## src/rtl/bram_block_sched.sv

```systemverilog
// Word-to-block packer and single-port arbiter for the 512-bit block memory.
// Incoming 32-bit words are written MSB slice first, 16 per block; the memory
// is used as a circular block FIFO and blocks are handed to the hash core.
module bram_block_sched #(
   parameter int unsigned DEPTH  = 500,
   parameter int unsigned ADDR_W = 16,
   parameter int unsigned CNT_W  = 9
) (
   input  logic              clock,
   input  logic              reset,
   input  logic [31:0]       in_data,
   input  logic              in_valid,
   output logic              in_ready,
   output logic [511:0]      out_data,
   output logic              out_valid,
   input  logic              out_ready,
   output logic [ADDR_W-1:0] bram_addr,
   output logic [8:0]        bram_addr_width,
   output logic              bram_cs_n,
   output logic              bram_wr_n,
   output logic              bram_rd_n,
   output logic [31:0]       bram_wdata,
   input  logic [511:0]      bram_rdata,
   output logic [CNT_W-1:0]  blocks_stored,
   output logic [3:0]        word_idx
);

   localparam int unsigned IDX_W = 4;
   localparam logic [ADDR_W-1:0] LAST_ADDR = ADDR_W'(DEPTH - 1);
   localparam logic [CNT_W-1:0]  FULL_CNT  = CNT_W'(DEPTH);
   localparam logic [IDX_W-1:0]  LAST_WORD = IDX_W'(15);

   logic [ADDR_W-1:0] wr_ptr_q, wr_ptr_d;
   logic [ADDR_W-1:0] rd_ptr_q, rd_ptr_d;
   logic [CNT_W-1:0]  blocks_q, blocks_d;
   logic [IDX_W-1:0]  word_idx_q, word_idx_d;
   logic              out_valid_q, out_valid_d;
   logic              rd_go;
   logic              wr_go;

   // Arbitration, memory strobes and next-state; a pending read always wins.
   always_comb begin
      rd_go    = (blocks_q != '0) && !out_valid_q;
      in_ready = !reset && !rd_go && (blocks_q < FULL_CNT);
      wr_go    = in_valid && in_ready;

      bram_cs_n       = 1'b1;
      bram_wr_n       = 1'b1;
      bram_rd_n       = 1'b1;
      bram_addr       = wr_ptr_q;
      bram_addr_width = 9'd511 - {word_idx_q, 5'b00000};
      bram_wdata      = in_data;

      wr_ptr_d    = wr_ptr_q;
      rd_ptr_d    = rd_ptr_q;
      blocks_d    = blocks_q;
      word_idx_d  = word_idx_q;
      out_valid_d = out_valid_q;

      if (rd_go) begin
         bram_cs_n   = 1'b0;
         bram_rd_n   = 1'b0;
         bram_addr   = rd_ptr_q;
         rd_ptr_d    = (rd_ptr_q == LAST_ADDR) ? '0 : rd_ptr_q + ADDR_W'(1);
         blocks_d    = blocks_q - CNT_W'(1);
         out_valid_d = 1'b1;
      end else if (wr_go) begin
         bram_cs_n  = 1'b0;
         bram_wr_n  = 1'b0;
         word_idx_d = word_idx_q + IDX_W'(1);
         if (word_idx_q == LAST_WORD) begin
            wr_ptr_d = (wr_ptr_q == LAST_ADDR) ? '0 : wr_ptr_q + ADDR_W'(1);
            blocks_d = blocks_q + CNT_W'(1);
         end
      end

      // Read data stays parked in the memory output until the core takes it.
      if (out_valid_q && out_ready) begin
         out_valid_d = 1'b0;
      end
   end

   // State registers with synchronous reset; reset drops partial and stored blocks.
   always_ff @(posedge clock) begin
      if (reset) begin
         wr_ptr_q    <= '0;
         rd_ptr_q    <= '0;
         blocks_q    <= '0;
         word_idx_q  <= '0;
         out_valid_q <= 1'b0;
      end else begin
         wr_ptr_q    <= wr_ptr_d;
         rd_ptr_q    <= rd_ptr_d;
         blocks_q    <= blocks_d;
         word_idx_q  <= word_idx_d;
         out_valid_q <= out_valid_d;
      end
   end

   assign out_data      = bram_rdata;
   assign out_valid     = out_valid_q;
   assign blocks_stored = blocks_q;
   assign word_idx      = word_idx_q;

endmodule
```

## config.mk

```make
export PLATFORM = sky130hd
export DESIGN_NAME = bram_block_sched
export DESIGN_NICKNAME = d
export VERILOG_FILES = /design/src/rtl/bram_block_sched.sv
export SDC_FILE = /design/constraint.sdc
export NUM_CORES = 1
export LEC_CHECK = 0
export BUFFER_PORTS_ARGS = -buffer_cell sky130_fd_sc_hd__buf_2
export CAP_MARGIN = 20
export CELL_PAD_IN_SITES_DETAIL_PLACEMENT = 1
export CELL_PAD_IN_SITES_GLOBAL_PLACEMENT = 1
export CORE_AREA = 2 2 438 440
export DETAILED_ROUTE_END_ITERATION = 7
export DIE_AREA = 0 0 440 442
export GPL_ROUTABILITY_DRIVEN = 1
export PLACE_DENSITY_LB_ADDON = 0.05
export SLEW_MARGIN = 25
export SYNTH_ARGS = -nofsm -noshare
export SYNTH_HDL_FRONTEND = slang
export SYNTH_SLANG_ARGS = --single-unit
```

## constraint.sdc

```tcl
create_clock -name clock -period 7.4 [get_ports clock]
set_input_delay 1.48 -clock clock [delete_from_list [all_inputs] [get_ports clock]]
set_output_delay 1.48 -clock clock [all_outputs]
set_load 0.005 [all_outputs]
```

==> reports/summary.txt <==
Critical path arrival = 2.67 ns
H-tree depth = 2
Row Count = 160
Minimum clock period = 4.154 ns
Setup ws final = 3.246 ns
Inst Count DP = 2915
Power Dens Cells = 178.6 nW/um^2
WP data required = 5.92 ns
N_diodes = 0
Setup Crit Path Kind = input port to primary output
Max frequency = 240.7 MHz
Worst skew pair latency = 0.33 ns
CP max-delay cell = buf_4
CTS sink cnt = 46
Synth area leaders = buf_4 (60%), dfxtp_1 (13%), nand2_1 (3.7%)
Via count = 3647
Post-synth top flop = dfxtp_1
Hold_sp = word_idx[3]
Least-Margin Pin Slew = 0.9449 ns
Core box area = 189600 um^2
Fin. Hold Viols = 0
First-pass GRT wire length = 40270 um
Syn Area/Cell = 7.491 um^2
Largest net degree at the start of global routing = 36
Crit-path cells = buf_2 -> buf_4 -> a31oi_1 -> nand3_1 -> buf_2
HP Class = register to register
Crit path top cell by count = buf_2
TritonCTS Buffers = 5
Leakage power = 0.001309 uW
Clk buf depth = 2
R2r setup slk = 3.77 ns
Postcts setup bufs = 0
Period Utilization, post-route = 56.13%
Post-synth cell types = 51
RePlAce Congestion = 0.5716
FF-to-FF Start = blocks_stored[8]
Crit path largest cell delay = 0.29 ns
Largest area contributor in the netlist = buf_4
Worst r2r path cells = 9
Count of buffers from port buffering = 41
RSZ-0062 raised after global routing = false
Initial Utilization = 3.631%
Mapped Area = 6884 um^2
Count leader, synth = buf_4
Yosys top cell area share = 59.87%
Final Power = 1118 uW
Setup tns final = 0 ns
Worst r2r dst = blocks_stored[8]
Max_cap viols = 0
WHS Path Cells = 2
CTS tree = yes
Clock-pin slew on the worst setup and hold paths = 0.09 ns
CTS Hold Bufs = 0
IO Pins = 1135
Initial antenna violation count = 0
Initial DRC count = 110
Number of remaining DRC errors = 0
Non-filler cells, final = 2923
Slew HR = 37.01%
Die area = 194500 um^2
Post-synth ARST share = 0%
# nets final = 970
Height of the die = 442 um
Grt total ovfl = 0
Worst Setup Start Kind = input port
Flops & latches, synth = 46
CP delay by family, top = buffers and inverters
WL final = 31320 um
Share of layout cells above drive strength 1 = 15.78%
Hold Crit Endpoint = word_idx[3]
Cts repair resizes = 0
Area growth, synth to finish = -9.069%
CP max FO = 33
Avg WL per Cell = 10.72 um
Post-synth EDFFs = 0
Vias in the first global route = 4141
Final setup vio count = 0
Buffers & Inverters on Critical Path = 3
Outcome = finished clean
Drt via density = 1.248
Crit end category = primary output
DP Worst Slack = 3.150 ns
GRT Overall Usage = 3.091%
Yosys warns = 0
Routed Antenna Nets = 0
Gate Count Post-Synth = 919
Max-slew violation count = 0
Drt first pass iters = 4
Clock Skew = 0.01695 ns
Sequential share of the synthesized area = 13.38%
Clock root buffer = clkbuf_16
Max VDD drop = 0.1382 mV
HPWL after detailed placement = 25140 um
Synth cell count leaders = buf_4 (549), nand2_1 (68), dfxtp_1 (46)
Chip Width = 440 um
==> layout by cell type (no fill, tap or decap), types with 2 or more instances in the layout <==
master     instances
a21oi_1           29
xnor2_1            6
buf_2             41
nor2_1            32
o21a_1             3
and4_1             3
mux2i_1            3
or3_1             12
a31oi_1            9
and2_1             2
inv_1             12
nand3b_1           2
nor3_1             6
nor4b_1            4
and3_1             9
xor2_1            12
o21ai_0           15
nor2b_1            3
nor4_1             4
clkbuf_16          5
nand2_1           68
ha_1              10
conb_1             5
a311oi_1           4
nand3_1           21
a31o_2             3
nand4_1           10
buf_4              6
dfxtp_1           46
a211oi_1           2
==> kinds of logic (layout without fill, tap and decap cells) <==
family	Yosys count	in the layout	share of synthesized area, %
buf+inv	579	68	61.61
flops	46	46	13.38
compound gates	76	76	6.780
other cells	1	5	0.05447
simple gates	183	183	13.01
mux	5	5	0.7634
fa+ha+maj	11	11	2.108
xor+xnor	18	18	2.290
==> worst min-delay path, delay by kind of cell (launching register included) <==
| kind | cells | cell delay [ns] |
|---|---|---|
| AND/OR/NAND/NOR | 1 | 0.07 |
| multiplexers | 1 | 0.06 |
| flip-flops | 1 | 0.36 |
==> how the worst max path moves through the flow <==
stage                     startpoint             to  slack, ns  cells past startpoint
detailed placement             reset      bram_wr_n       3.15                      5
floorplan                      reset      bram_wr_n       3.90                      3
CTS                 blocks_stored[7]   bram_addr[1]       3.08                      6
global route        blocks_stored[7]  bram_addr[15]       3.07                      6
global placement               reset      bram_wr_n       3.15                      5
finish                         reset      bram_wr_n       3.25                      5
==> flip-flops by register name (all words and copies together) (netlist names) <==
signal / cells
rd_ptr_q: 16
wr_ptr_q: 16
word_idx: 4
blocks_stored: 9
out_valid: 1
==> stage by stage <==
stage / utilization [%] / hold WS, ns / instance area, um^2
after global routing: 3.302 / 0.5680 / 6260
after global placement: 3.222 / 0.5304 / 6108
after detailed placement: 3.222 / 0.5398 / 6108
after floorplan: - / 0.4747 / 6899
final: 3.302 / 0.5389 / 6260
after CTS: 3.302 / 0.5546 / 6260
==> final cells by class <==
| cell class | instances | area [um^2] |
|---|---|---|
| fillers | 22600 | 183300 |
| well taps | 2511 | 3142 |
| multi-input cells | 298 | 1747 |
| flip-flops and latches | 46 | 920.9 |
| repair buffers | 47 | 250.2 |
| clock buffers | 6 | 138.9 |
| inverters | 13 | 48.80 |
| clock inverters | 2 | 12.51 |
==> routing by layer <==
layer	part of all wire, %	GRT usage, %	vias up
li1	-	-	1390
met1	26	2.253	1673
met2	53	5.725	353
met3	10	1.280	231
met4	11	3.256	0
met5	0	0	-
==> report_power, final <==
| group | total, uW | internal [uW] | switching (uW) | leakage [uW] |
|---|---|---|---|---|
| registers | 333 | 275 | 57.6 | 0.000373 |
| clock network | 277 | 135 | 142 | 0.0000729 |
| logic | 508 | 176 | 332 | 0.000863 |
| total | 1120 | 586 | 532 | 0.00131 |
Power figures use the tool's default switching activity.
